===== config.mk =====
export PLATFORM = sky130hd
export DESIGN_NAME = rx_packet_ctrl_flat
export DESIGN_NICKNAME = d
export VERILOG_FILES = /design/src/rtl/rx_packet_ctrl_if.sv /design/src/rtl/rx_packet_ctrl.sv /design/src/flat_wrapper.sv
export SDC_FILE = /design/constraint.sdc
export NUM_CORES = 1
export LEC_CHECK = 0
export BUFFER_PORTS_ARGS = -buffer_cell sky130_fd_sc_hd__buf_2
export CORE_AREA = 2 2 75 48
export DETAILED_ROUTE_END_ITERATION = 12
export DIE_AREA = 0 0 77 50
export GPL_TIMING_DRIVEN = 0
export PLACE_DENSITY = 0.77
export SKIP_CTS_REPAIR_TIMING = 1
export SLEW_MARGIN = 30
export SYNTH_ARGS = -nofsm -noshare
export SYNTH_HDL_FRONTEND = slang
export SYNTH_SLANG_ARGS = --single-unit
export TNS_END_PERCENT = 10

===== constraint.sdc =====
create_clock -name clk -period 4.25 [get_ports clk]
set_input_delay 0.6375 -clock clk [delete_from_list [all_inputs] [get_ports clk]]
set_output_delay 0.6375 -clock clk [all_outputs]
set_load 0.005 [all_outputs]

===== src/rtl/rx_packet_ctrl_if.sv =====
// Handshake/bus bundle between the RX front end and FIFO on one side and
// rx_packet_ctrl on the other.
interface rx_packet_ctrl_if #(
  parameter int unsigned DATA_W = 8,
  parameter int unsigned CNT_W  = 7
);
  logic              d_edge;
  logic              eop;
  logic              shift_enable;
  logic [DATA_W-1:0] rcv_data;
  logic              byte_received;
  logic              fifo_full;
  logic              rcving;
  logic              w_enable;
  logic              r_error;
  logic [2:0]        err_code;
  logic [CNT_W-1:0]  byte_count;
  logic              pkt_done;

  // Front-end / environment view: drives line events, observes controller status.
  modport master (
    output d_edge, eop, shift_enable, rcv_data, byte_received, fifo_full,
    input  rcving, w_enable, r_error, err_code, byte_count, pkt_done
  );

  // Controller view.
  modport slave (
    input  d_edge, eop, shift_enable, rcv_data, byte_received, fifo_full,
    output rcving, w_enable, r_error, err_code, byte_count, pkt_done
  );
endinterface


===== src/rtl/rx_packet_ctrl.sv =====
// Receive control FSM: sync-byte check, FIFO write gating, payload counting and
// length/back-pressure/EOP/timeout faults reported through a sticky error code.
module rx_packet_ctrl #(
  parameter int unsigned       DATA_W       = 8,
  parameter logic [DATA_W-1:0] SYNC_PATTERN = 8'h80,
  parameter int unsigned       MAX_BYTES    = 64,
  parameter int unsigned       TIMEOUT_CYC  = 256,
  parameter int unsigned       CNT_W        = $clog2(MAX_BYTES + 1)
) (
  input logic             clk,
  input logic             n_rst,
  rx_packet_ctrl_if.slave bus
);

  localparam int unsigned      TmoW    = (TIMEOUT_CYC > 0) ? $clog2(TIMEOUT_CYC + 1) : 1;
  localparam logic [TmoW-1:0]  TmoMax  = TmoW'(TIMEOUT_CYC);
  localparam logic [TmoW-1:0]  TmoLast = (TIMEOUT_CYC > 0) ? TmoW'(TIMEOUT_CYC - 1) : '0;
  localparam logic [CNT_W-1:0] CntMax  = CNT_W'(MAX_BYTES);

  localparam logic [2:0] ErrSync = 3'd1;
  localparam logic [2:0] ErrEop  = 3'd2;
  localparam logic [2:0] ErrOvf  = 3'd3;
  localparam logic [2:0] ErrFull = 3'd4;
  localparam logic [2:0] ErrTmo  = 3'd5;

  typedef enum logic [3:0] {
    StIdle, StSyncRcv, StSyncChk, StDataRcv, StWrite,
    StGap, StDone, StErrDrain, StErrWait, StErrIdle
  } state_e;

  state_e           state_q, state_d;
  logic [2:0]       err_code_q, err_code_d;
  logic [CNT_W-1:0] byte_count_q, byte_count_d;
  logic [TmoW-1:0]  tmo_q, tmo_d;
  logic             pkt_done_q, pkt_done_d;

  logic            se_eop;
  logic            tmo_fire;
  logic [TmoW-1:0] tmo_inc;

  assign se_eop   = bus.shift_enable & bus.eop;
  // Fires on the TIMEOUT_CYC-th consecutive strobe-less cycle.
  assign tmo_fire = (TIMEOUT_CYC != 0) && !bus.shift_enable && (tmo_q == TmoLast);
  assign tmo_inc  = (tmo_q == TmoMax) ? tmo_q : tmo_q + 1'b1;

  // State register
  always_ff @(posedge clk or negedge n_rst) begin
    if (!n_rst) begin
      state_q      <= StIdle;
      err_code_q   <= '0;
      byte_count_q <= '0;
      tmo_q        <= '0;
      pkt_done_q   <= 1'b0;
    end else begin
      state_q      <= state_d;
      err_code_q   <= err_code_d;
      byte_count_q <= byte_count_d;
      tmo_q        <= tmo_d;
      pkt_done_q   <= pkt_done_d;
    end
  end

  // Next-state logic
  always_comb begin
    state_d      = state_q;
    err_code_d   = err_code_q;
    byte_count_d = byte_count_q;
    tmo_d        = tmo_q;

    if (state_q inside {StSyncRcv, StDataRcv, StGap}) begin
      tmo_d = bus.shift_enable ? '0 : tmo_inc;
    end

    // Error codes are only written on exits from running states, so the first fault sticks.
    unique case (state_q)
      StIdle, StErrIdle: begin
        if (bus.d_edge) begin
          state_d      = StSyncRcv;
          err_code_d   = '0;
          byte_count_d = '0;
          tmo_d        = '0;
        end
      end
      StSyncRcv: begin
        if (bus.byte_received) begin
          state_d = StSyncChk;
        end else if (se_eop) begin
          state_d    = StErrWait;
          err_code_d = ErrEop;
        end else if (tmo_fire) begin
          state_d    = StErrWait;
          err_code_d = ErrTmo;
        end
      end
      StSyncChk: begin
        if (bus.rcv_data == SYNC_PATTERN) begin
          state_d = StDataRcv;
        end else begin
          state_d    = StErrDrain;
          err_code_d = ErrSync;
        end
      end
      StDataRcv: begin
        if (se_eop) begin
          state_d    = StErrWait;
          err_code_d = ErrEop;
        end else if (bus.byte_received && (byte_count_q == CntMax)) begin
          state_d    = StErrDrain;
          err_code_d = ErrOvf;
        end else if (bus.byte_received && bus.fifo_full) begin
          state_d    = StErrDrain;
          err_code_d = ErrFull;
        end else if (bus.byte_received) begin
          state_d = StWrite;
        end else if (tmo_fire) begin
          state_d    = StErrWait;
          err_code_d = ErrTmo;
        end
      end
      StWrite: begin
        state_d      = StGap;
        byte_count_d = byte_count_q + 1'b1;
      end
      StGap: begin
        if (bus.shift_enable) begin
          state_d = bus.eop ? StDone : StDataRcv;
        end else if (tmo_fire) begin
          state_d    = StErrWait;
          err_code_d = ErrTmo;
        end
      end
      StDone: begin
        if (bus.d_edge) state_d = StIdle;
      end
      StErrDrain: begin
        if (se_eop) state_d = StErrWait;
      end
      StErrWait: begin
        if (bus.d_edge) state_d = StErrIdle;
      end
      default: state_d = StIdle;
    endcase

    pkt_done_d = (state_d == StDone) && (state_q != StDone);
  end

  // Moore output decode
  always_comb begin
    bus.rcving   = 1'b0;
    bus.r_error  = 1'b0;
    bus.w_enable = 1'b0;
    unique case (state_q)
      StSyncRcv, StSyncChk, StDataRcv, StGap: bus.rcving = 1'b1;
      StWrite: begin
        bus.rcving   = 1'b1;
        bus.w_enable = 1'b1;
      end
      StErrDrain: begin
        bus.rcving  = 1'b1;
        bus.r_error = 1'b1;
      end
      StErrWait, StErrIdle: bus.r_error = 1'b1;
      default: ;
    endcase
  end

  assign bus.err_code   = err_code_q;
  assign bus.byte_count = byte_count_q;
  assign bus.pkt_done   = pkt_done_q;

endmodule

===== src/flat_wrapper.sv =====
// flat-port wrapper written by rule: the top's interface ports become plain ports
module rx_packet_ctrl_flat 
#(
  parameter int unsigned       DATA_W       = 8,
  parameter logic [DATA_W-1:0] SYNC_PATTERN = 8'h80,
  parameter int unsigned       MAX_BYTES    = 64,
  parameter int unsigned       TIMEOUT_CYC  = 256,
  parameter int unsigned       CNT_W        = $clog2(MAX_BYTES + 1)
)
  (clk, n_rst, bus_d_edge, bus_eop, bus_shift_enable, bus_rcv_data, bus_byte_received, bus_fifo_full, bus_rcving, bus_w_enable, bus_r_error, bus_err_code, bus_byte_count, bus_pkt_done);
  rx_packet_ctrl_if #(.DATA_W(DATA_W), .CNT_W(CNT_W)) bus_i ();
  input logic clk;
  input logic n_rst;
  input wire logic [$bits(bus_i.d_edge)-1:0] bus_d_edge;
  input wire logic [$bits(bus_i.eop)-1:0] bus_eop;
  input wire logic [$bits(bus_i.shift_enable)-1:0] bus_shift_enable;
  input wire logic [$bits(bus_i.rcv_data)-1:0] bus_rcv_data;
  input wire logic [$bits(bus_i.byte_received)-1:0] bus_byte_received;
  input wire logic [$bits(bus_i.fifo_full)-1:0] bus_fifo_full;
  output wire logic [$bits(bus_i.rcving)-1:0] bus_rcving;
  output wire logic [$bits(bus_i.w_enable)-1:0] bus_w_enable;
  output wire logic [$bits(bus_i.r_error)-1:0] bus_r_error;
  output wire logic [$bits(bus_i.err_code)-1:0] bus_err_code;
  output wire logic [$bits(bus_i.byte_count)-1:0] bus_byte_count;
  output wire logic [$bits(bus_i.pkt_done)-1:0] bus_pkt_done;
  assign bus_i.d_edge = bus_d_edge;
  assign bus_i.eop = bus_eop;
  assign bus_i.shift_enable = bus_shift_enable;
  assign bus_i.rcv_data = bus_rcv_data;
  assign bus_i.byte_received = bus_byte_received;
  assign bus_i.fifo_full = bus_fifo_full;
  assign bus_rcving = bus_i.rcving;
  assign bus_w_enable = bus_i.w_enable;
  assign bus_r_error = bus_i.r_error;
  assign bus_err_code = bus_i.err_code;
  assign bus_byte_count = bus_i.byte_count;
  assign bus_pkt_done = bus_i.pkt_done;
  rx_packet_ctrl #(.DATA_W(DATA_W), .SYNC_PATTERN(SYNC_PATTERN), .MAX_BYTES(MAX_BYTES), .TIMEOUT_CYC(TIMEOUT_CYC), .CNT_W(CNT_W)) u_core (.clk(clk), .n_rst(n_rst), .bus(bus_i));
endmodule

==> results.toml <==
[clocking]
clk-insertion-delay-late_ps = 260
clk_pin_slew_worst_paths_ps = 90
tritoncts = "built"
clkSinkCount = 24
cts_made_buffers = 3
cts_max_level = 1
cts_root_buffer = "clkbuf_8"
cts_buffer_depth = 2

[power]
p_leak_nw = 0.895
swShare_pct = 42.5
p_int_mw = 0.662
pwr-share-clk_pct = 17.5
switching_power_mw = 0.489
pwr-share-comb_pct = 52.3
power_frac_seq_pct = 30.2
vdd_drop_max_mv = 0.305
p_per_area_nw_per_um2 = 592

[logic_synthesis]
syn_area_um2 = 1680
synthTopCellsByArea = "dfrtp_1 (36%), nor2_1 (4.7%), xor2_1 (4.7%)"
ys_ff_latch = 24
syn_avg_cell_area_um2 = 8.57
ys_warn_count = 0
synth_top_cell_by_area = "dfrtp_1"
netlist_instances = 196
syn-num-nets = 216
synth_flop_cell = "dfrtp_1"
synthArstFlopShare_pct = 100
synth_edf_count = 0
synthDominantCellAreaShare_pct = 35.7
ys_seq_area_share_pct = 35.7
ys_types = 53

[die]
chipWidth_um = 77
die_area_um2 = 3850
io_pins = 29
start_util_pct = 53.1
dieHeight_um = 50
fp.coreArea_um2 = 3160
core.rowCount = 16

[critical_path]
cpMaxStageDelayCell = "dfrtp_1"
cpPeakStageDelay_ps = 480
cp_cell_sequence = "clkbuf_1, nor2b_1, nand2_1, inv_2, buf_2"
critPathCaptureType = "output pin"
cp.required_ps = 3610
crit_fanout = 10
worstSetupPathType = "flip-flop to output pin"
critPathLaunchType = "flip-flop"
critPathArrivalTime_ps = 1820

[route]
wl_per_cell_um = 14.3
drc_errors = 0
ant_nets = 0
avgViaCountPerCell = 5.85
drt_iter0_markers = 212
dr.pass1.iters = 5
vias = 1591
routed_wl_mm = 3.88

[timing]
slew_viol_final = 0
setup-tns-final_ps = 0
rsz0062_at_grt = "no"
timing.fmax_ghz = 0.407
skew_ps = 1.72
finalSetupViolCount = 0
tightest_slew_ps = 664
relSlewSlack_pct = 55.7
hold_ws_ps = 340
period_needed_ps = 2460
hold_viol = 0
period_share_pct = 57.8

[layout]
drive_gt1_share_pct = 19.8
antennaDiodeCount = 0
finalCoreUtilization_pct = 61.4
finalNonFillerCells = 272
areaGrowthSynthToFinish_pct = 15.6
nNetsFinal = 248
nFillCells = 280

[global_routing]
grt_pass1_vias = 1348
antenna_found_initial = 0
grtUsageTotal_pct = 21.5
grt_first_pass_wirelength_mm = 6.58
grt_max_degree = 25
overflow = 0

[place]
globalplace.congestion = 0.911
dp_hpwl_mm = 2.84
placement.io_buffers = 27
dp_cells = 268

[run_status]
status = "finished clean"

[flow_run]
cap_violations = 0

[worst_hold_path]
hold_path_class = "input port to async pin"
[placed cells by master, fill, tap and decap left out, types with 5 or more instances in the layout]
cell      instances
buf_2            29
dfrtp_1          24
nor2_1           21
nand2_1          19
nand3_1          11
a21oi_1          10
xor2_1            9
o21ai_0           8
nand2b_1          8
inv_1             7
nand4_1           6
and3_1            6
o211ai_1          5
ha_1              5
[power groups by stage]
stage / sequential [mW] / combinational, mW / clock, mW
after floorplan: 0.339 / 0.441 / 0
after global placement: 0.348 / 0.582 / 0
after detailed placement: 0.349 / 0.590 / 0
after CTS: 0.346 / 0.597 / 0.204
after global routing: 0.357 / 0.665 / 0.216
final: 0.348 / 0.602 / 0.202
[kinds of logic (layout without fill, tap and decap cells)]
logic type      count (synthesis)  count (layout)  synth area share (%)
mux                             2               2                  1.49
compound gates                 43              43                  16.9
xor+xnor                       11              11                  5.73
fa+ha+maj                       5               5                  3.72
simple gates                   94              94                  31.6
buf+inv                        17              48                  4.84
flops                          24              24                  35.7
[Yosys cell counts, drive strengths merged (2+ instances only)]
cell,count
or3,2
nor2,21
nand2b,8
o221ai,2
nor2b,2
clkbuf,3
nor3,2
nand3,11
o31ai,2
buf,5
ha,5
nor4,3
nand2,20
dfrtp,24
and3,6
a21o,2
xnor2,2
inv,9
a21oi,10
nor3b,2
o21ai,10
o211ai,5
xor2,9
nor4b,3
nand4,6
o22ai,3
[routing by layer]
metal / vias up / GRT usage, % / share of wire (%)
li1: 769 / - / -
met1: 742 / 34.3 / 50
met2: 76 / 29.2 / 39
met3: 4 / 5.49 / 10
met4: 0 / 2.98 / 0.59
met5: - / 0 / 0
[sequential cells by signal, summed over array words and instances, names as in the netlist]
signal and count:
u_core.bus.byte_count 7, u_core.bus.err_code 3, u_core.bus.pkt_done 1, u_core.state_q 4
u_core.tmo_q 9
[final cells by class]
cell class / instances / area (µm²) / share of cell area, %
multi-input cells: 155 / 998 / 51.4
flip-flops and latches: 24 / 601 / 30.9
repair buffers: 27 / 135 / 6.95
well taps: 45 / 56.3 / 2.90
plain buffers: 8 / 47.5 / 2.45
clock buffers: 3 / 41.3 / 2.12
inverters: 9 / 33.8 / 1.74
clock inverters: 1 / 30.0 / 1.55
[critical path: cells and delay by family, from the launching register on]
family	cells	cell delay (ps)
DFF	1	480
buffers and inverters	3	640
and+or+nand+nor	2	430
[worst paths after layout]
path | startpoint | end | slack, ps | cells after the start
worst max register to register | u_core.tmo_q[0]$_DFF_PN0_ | u_core.state_q[0]$_DFF_PN0_ | 1990 | 9
worst min register to register | u_core.bus.err_code[1]$_DFFE_PN0P_ | u_core.bus.err_code[1]$_DFFE_PN0P_ | 530 | 1
max in group asynchronous | n_rst | u_core.bus.err_code[0]$_DFFE_PN0P_ | 3550 | 1
worst min-delay path | n_rst | u_core.tmo_q[1]$_DFF_PN0_ | 340 | 1
min in group clk | u_core.bus.err_code[1]$_DFFE_PN0P_ | u_core.bus.err_code[1]$_DFFE_PN0P_ | 530 | 1
worst max-delay path | u_core.state_q[3]$_DFF_PN0_ | bus_w_enable | 1790 | 5
[through the flow]
stage	worst slack (ps)	power [mW]	cell area [µm²]
2_1_floorplan	2290	0.781	1680
3_3_place_gp	2040	0.930	1870
3_5_place_dp	2030	0.939	1870
4_1_cts	1840	1.15	1940
5_1_grt	1700	1.24	1940
6_report	1790	1.15	1940
Note: power is estimated with default switching activity, not from simulation.
